<file path="src/rtl/c_stack_lsu.sv">
// Stack-pointer-relative RVC load/store unit (c.lwsp/c.swsp, plus c.ldsp/c.sdsp on RV64).
// Performs one RAM access per accepted instruction and reports illegal, misaligned and timeout outcomes.
module c_stack_lsu #(
  parameter int XLEN    = 32,
  parameter int ADDR_W  = 8,
  parameter int TIMEOUT = 16
)(
  input  logic              iCLK,
  input  logic              iRST_N,
  input  logic              iVALID,
  output logic              oREADY,
  input  logic [15:0]       iIR,
  output logic [4:0]        oRS1,
  output logic [4:0]        oRS2,
  input  logic [XLEN-1:0]   iRS1,
  input  logic [XLEN-1:0]   iRS2,
  output logic              oRAM_CE,
  output logic              oRAM_RD,
  output logic              oRAM_WR,
  output logic [ADDR_W-1:0] oRAM_ADDR,
  output logic [XLEN-1:0]   oRAM_DATA,
  input  logic [XLEN-1:0]   iRAM_DATA,
  input  logic              iRAM_ACK,
  output logic              oRD_WE,
  output logic [4:0]        oRD,
  output logic [XLEN-1:0]   oRD_DATA,
  output logic              oDONE,
  output logic              oILLEGAL,
  output logic              oMISALIGNED,
  output logic              oBUS_ERR
);
  localparam int SHIFT = (XLEN == 64) ? 3 : 2;
  localparam int CNT_W = $clog2(TIMEOUT + 1);

  typedef enum logic [1:0] {S_IDLE, S_ACCESS, S_DONE} state_e;

  state_e              state_q;
  logic [CNT_W-1:0]    cnt_q;
  logic                load_q;
  logic                ce_q, ram_rd_q, ram_wr_q;
  logic [ADDR_W-1:0]   addr_q;
  logic [XLEN-1:0]     wdata_q;
  logic [4:0]          rd_q;
  logic [XLEN-1:0]     rd_data_q;
  logic                rd_we_q, done_q, ill_q, mis_q, berr_q;

  // Decode of the instruction presented in the accept cycle
  logic [4:0]      rd_idx;
  logic [XLEN-1:0] uimm_d, ea_d;
  logic            is_load_d, is_dbl_d, illegal_d, misal_d;
  logic [ADDR_W-1:0] addr_d;

  assign rd_idx = iIR[11:7];

  always_comb begin
    uimm_d    = '0;
    is_load_d = 1'b0;
    is_dbl_d  = 1'b0;
    illegal_d = 1'b1;
    if (iIR[1:0] == 2'b10) begin
      case (iIR[15:13])
        3'b010: begin
          uimm_d[7:0] = {iIR[3:2], iIR[12], iIR[6:4], 2'b00};
          is_load_d   = 1'b1;
          illegal_d   = (rd_idx == 5'd0);
        end
        3'b110: begin
          uimm_d[7:0] = {iIR[8:7], iIR[12:9], 2'b00};
          illegal_d   = 1'b0;
        end
        3'b011: if (XLEN == 64) begin
          uimm_d[8:0] = {iIR[4:2], iIR[12], iIR[6:5], 3'b000};
          is_load_d   = 1'b1;
          is_dbl_d    = 1'b1;
          illegal_d   = (rd_idx == 5'd0);
        end
        3'b111: if (XLEN == 64) begin
          uimm_d[8:0] = {iIR[9:7], iIR[12:10], 3'b000};
          is_dbl_d    = 1'b1;
          illegal_d   = 1'b0;
        end
        default: ;
      endcase
    end
    ea_d    = iRS1 + uimm_d;
    misal_d = is_dbl_d ? (ea_d[2:0] != 3'd0) : (ea_d[1:0] != 2'd0);
    addr_d  = ADDR_W'(ea_d >> SHIFT);
  end

  always_ff @(posedge iCLK or negedge iRST_N) begin
    if (!iRST_N) begin
      state_q   <= S_IDLE;
      cnt_q     <= '0;
      load_q    <= 1'b0;
      ce_q      <= 1'b0;
      ram_rd_q  <= 1'b0;
      ram_wr_q  <= 1'b0;
      addr_q    <= '0;
      wdata_q   <= '0;
      rd_q      <= '0;
      rd_data_q <= '0;
      rd_we_q   <= 1'b0;
      done_q    <= 1'b0;
      ill_q     <= 1'b0;
      mis_q     <= 1'b0;
      berr_q    <= 1'b0;
    end else begin
      // Completion strobes and flags live for the single DONE cycle only
      done_q  <= 1'b0;
      rd_we_q <= 1'b0;
      ill_q   <= 1'b0;
      mis_q   <= 1'b0;
      berr_q  <= 1'b0;
      case (state_q)
        S_IDLE: if (iVALID) begin
          rd_q <= rd_idx;
          if (illegal_d || misal_d) begin
            state_q <= S_DONE;
            done_q  <= 1'b1;
            ill_q   <= illegal_d;
            mis_q   <= !illegal_d && misal_d;
          end else begin
            state_q  <= S_ACCESS;
            cnt_q    <= '0;
            load_q   <= is_load_d;
            ce_q     <= 1'b1;
            ram_rd_q <= is_load_d;
            ram_wr_q <= !is_load_d;
            addr_q   <= addr_d;
            wdata_q  <= is_load_d ? '0 : iRS2;
          end
        end
        S_ACCESS: begin
          if (iRAM_ACK || cnt_q == CNT_W'(TIMEOUT - 1)) begin
            state_q  <= S_DONE;
            done_q   <= 1'b1;
            ce_q     <= 1'b0;
            ram_rd_q <= 1'b0;
            ram_wr_q <= 1'b0;
            if (iRAM_ACK) begin
              if (load_q) begin
                rd_data_q <= iRAM_DATA;
                rd_we_q   <= 1'b1;
              end
            end else begin
              berr_q <= 1'b1;
            end
          end else begin
            cnt_q <= cnt_q + CNT_W'(1);
          end
        end
        S_DONE:  state_q <= S_IDLE;
        default: state_q <= S_IDLE;
      endcase
    end
  end

  assign oREADY      = (state_q == S_IDLE);
  assign oRS1        = 5'h2;
  assign oRS2        = iIR[6:2];
  assign oRAM_CE     = ce_q;
  assign oRAM_RD     = ram_rd_q;
  assign oRAM_WR     = ram_wr_q;
  assign oRAM_ADDR   = addr_q;
  assign oRAM_DATA   = wdata_q;
  assign oRD_WE      = rd_we_q;
  assign oRD         = rd_q;
  assign oRD_DATA    = rd_data_q;
  assign oDONE       = done_q;
  assign oILLEGAL    = ill_q;
  assign oMISALIGNED = mis_q;
  assign oBUS_ERR    = berr_q;
endmodule

</file>
<file path="config.mk">
export PLATFORM = sky130hd
export DESIGN_NAME = c_stack_lsu
export DESIGN_NICKNAME = d
export VERILOG_FILES = /design/src/rtl/c_stack_lsu.sv
export SDC_FILE = /design/constraint.sdc
export NUM_CORES = 1
export LEC_CHECK = 0
export ABC_AREA = 1
export CAP_MARGIN = 30
export CORE_MARGIN = 2
export CORE_UTILIZATION = 41
export CTS_BUF_LIST = sky130_fd_sc_hd__clkbuf_16
export DETAILED_ROUTE_END_ITERATION = 7
export GPL_TIMING_DRIVEN = 0
export PLACE_DENSITY_LB_ADDON = 0.15
export REMOVE_ABC_BUFFERS = 1
export SETUP_SLACK_MARGIN = 0.4
export SYNTH_ARGS = -nofsm -noshare
export SYNTH_HDL_FRONTEND = slang
export SYNTH_SLANG_ARGS = --single-unit
</file>
<file path="constraint.sdc">
create_clock -name iCLK -period 2 [get_ports iCLK]
set_input_delay 0.4 -clock iCLK [delete_from_list [all_inputs] [get_ports iCLK]]
set_output_delay 0.4 -clock iCLK [all_outputs]
set_load 0.02 [all_outputs]
</file>
==> impl_metrics.csv <==
group,metric,value,unit
clock_tree,clk_path_buf_depth,2,
synthesis,ys_top_cells_by_area,"dfrtp_1, nand2_1, nand3_1, nand3_2, buf_4",
critical_path,worstSetupPathType,"primary input to flip-flop",
critical_path,start_kind,"primary input",
floorplan,io_pins,212,
place,port_buffers,184,
timing,drv_slew,0,
floorplan,rows,37,
global_route,grt_pass1_wl,20200,microns
synthesis,yosys.area.top_type_share,53.5,%
floorplan,die_w,107,microns
clock_tree,clock_latency,0.34,ns
clock_tree,cts_inserted_buffers,9,
global_route,antenna_found_initial,1,
critical_path,r2r_start,"cnt_q[0]",
floorplan,die_h,107,microns
global_route,grt_max_degree,58,
outcome,status,"complete, no violations",
place,hpwl,8040,microns
drt,drc,0,
drt,postRouteAntennaNets,0,
cells_and_area,layout_commonest_cell,"nand2_1",
synthesis,ys_types,30,
timing,grt_setup_unrepaired,"true",
timing,min_period,1.71,ns
floorplan,initial_core_util,42.2,%
timing,hold-worst-slack,0.0388,ns
synthesis,netlist_area,0.00435,sq mm
run,max-cap-violations,0,
floorplan,dieArea,0.0115,sq mm
drt,firstDrtPassIters,4,
drt,wire_per_inst,15.0,microns
timing,max_freq,585,MHz
synthesis,yosys.area.top_type,"dfrtp_1",
drt,drt-total-wl,12800,microns
clock_tree,clkSinkCount,93,
timing,tns,0,ns
timing,post-route-period-util,85.4,%
cells_and_area,layout.nets,839,
drt,via_per_inst,4.70,
clock_tree,hold_buffers,0,
clock_tree,cts.clk_slew.worst_paths,0.07,ns
critical_path,crit_slowest_cell,"fa_2",
cells_and_area,layout_common_cells,"nand2_1, dlygate4sd2_1, dfrtp_1",
power_and_ir_drop,leakage,3.81,nW
clock_tree,cts_root_buffer,"clkbuf_16",
drt,vias,4016,
floorplan,coreArea,0.0103,sq mm
place,pre_cts_ws,-0.767,ns
clock_tree,h-tree-depth,3,
global_route,grt_usage,22.4,%
synthesis,ys_seq_area_share,53.5,%
critical_path,cp-end-kind,"flip-flop",
critical_path,cp-startpoint,"iIR[0]",
synthesis,syn_inst,507,
global_route,grt_pass1_vias,4061,
timing,final-setup-viol-count,0,
cells_and_area,final_cells,855,
place,dp_cells,802,
cells_and_area,syn_to_final_growth,56.7,%
timing,finalHoldViolations,0,
timing,layout_setup_ws,0.291,ns
timing,worstMarginPinSlew,0.685,ns
timing,finalClockSkew,0.0123,ns
clock_tree,cts_tree,"built",
critical_path,path_max_fanout,7,
power_and_ir_drop,power_density,712,mW/mm^2
global_route,overflow,0,
critical_path,critical_path.max_stage_delay,0.36,ns
worst_hold_path,hold_path.class,"primary input to async pin",
synthesis,yosysWarnings,0,
critical_path,cp.arrival,1.93,ns
synthesis,synth_area_per_cell,8.58,sq um
critical_path,path_cells,"buf_6, inv_2, nand2_2, nor2_4, inv_4, a21oi_2, ha_2, inv_2, fa_2, inv_2, nand3_2, nand4_1, nand2_1, nand2_1, nand2_1",
timing,relSlewSlack,54.3,%
power_and_ir_drop,ir_drop,452,uV
synthesis,yosys_register_bits,93,
place,place_congestion,0.815,
drt,drt_iter0_markers,213,
cells_and_area,drive_gt1_share,17.0,%
critical_path,worstPathRequired,2.22,ns
-- area by class of cell --
class	count	area, sq um
inverters	30	128
well taps	136	170
repair buffers	216	1970
diodes	1	2.50
clock buffers	9	225
flip-flops and latches	93	2330
clock inverters	6	88.8
repair inverters	1	7.51
fillers	893	3510
multi-input cells	363	1890
-- what timing repair did --
item	CTS	global route
pin swaps	34	16
buffers inserted	16	15
gates resized for setup	159	18
setup endpoints to repair	174	48
cloned	6	0
-- registers in the layout, indices dropped and copies added, names as in the netlist, 2 cells and up --
name / cells
oRD_DATA: 32
oRD: 5
cnt_q: 5
state_q: 2
oRAM_DATA: 32
oRAM_ADDR: 8
-- worst max-delay path: cells and delay by family --
family / cells / cell delay (ns)
compound gates: 1 / 0.11
fa+ha+maj: 2 / 0.55
buf+inv: 5 / 0.34
simple gates: 7 / 0.53
-- through the flow --
| step | util (%) | area, sq um | power [mW] |
|---|---|---|---|
| global route | 66.0 | 6820 | 5.07 |
| finish | 66.0 | 6820 | 4.86 |
| floorplan | - | 4130 | 2.53 |
| global placement | 59.5 | 6140 | 3.14 |
| detailed placement | 59.8 | 6170 | 3.16 |
| CTS | 64.3 | 6640 | 4.89 |
-- where the power goes --
group,internal [mW],switching [mW],total [mW]
Sequential,2.03,0.0851,2.12
Clock,1.09,0.711,1.80
Combinational,0.410,0.530,0.940
-- synth_stat cells --
library cell and number:
nor2_1 15, a21boi_0 2, inv_2 5, xnor2_1 1, o21ai_2 1, nand3_2 12
ha_1 8, dfrtp_1 93, o21ai_0 7, conb_1 2, xor2_1 3, nand2_1 239
buf_2 4, buf_4 14, nor2_2 2, nor2_4 4, nor2_8 1, nor3b_1 1
or2_2 1, nand3_4 1, clkbuf_1 3, buf_6 7, buf_8 1, a21oi_1 8
fa_1 1, nand4_1 4, nand2_2 2, inv_1 25, nor3_1 1, nand3_1 39
-- per-layer routing --
layer  global-route usage [%]  wire, microns
met1                     28.6           5370
met2                     37.8           6380
met3                     6.57            926
met4                     4.92            139
met5                        0              0
-- path summary, 6_finish.rpt --
kind / depth (start not counted) / to / slack, ns
worst max-delay path: 15 / oRAM_ADDR[6] / 0.29
worst min-delay path: 1 / cnt_q[4] / 0.04
worst max register to register: 8 / cnt_q[4] / 0.45
worst min register to register: 2 / oRAM_CE / 0.47
max in group asynchronous: 2 / oRAM_DATA[2] / 1.30
min in group iCLK: 3 / oRD[3] / 0.45
-- logic make-up after synthesis --
| logic type | Yosys count | share of synthesized area, % |
|---|---|---|
| AOI/OAI and AO/OA | 18 | 2.27 |
| xor gates and xnor gates | 4 | 0.805 |
| adders and majority gates | 9 | 2.76 |
| buffers and inverters | 59 | 7.88 |
| DFF | 93 | 53.5 |
| other | 2 | 0.173 |
| and+or+nand+nor | 322 | 32.6 |
(Power assumes the default switching activity.)
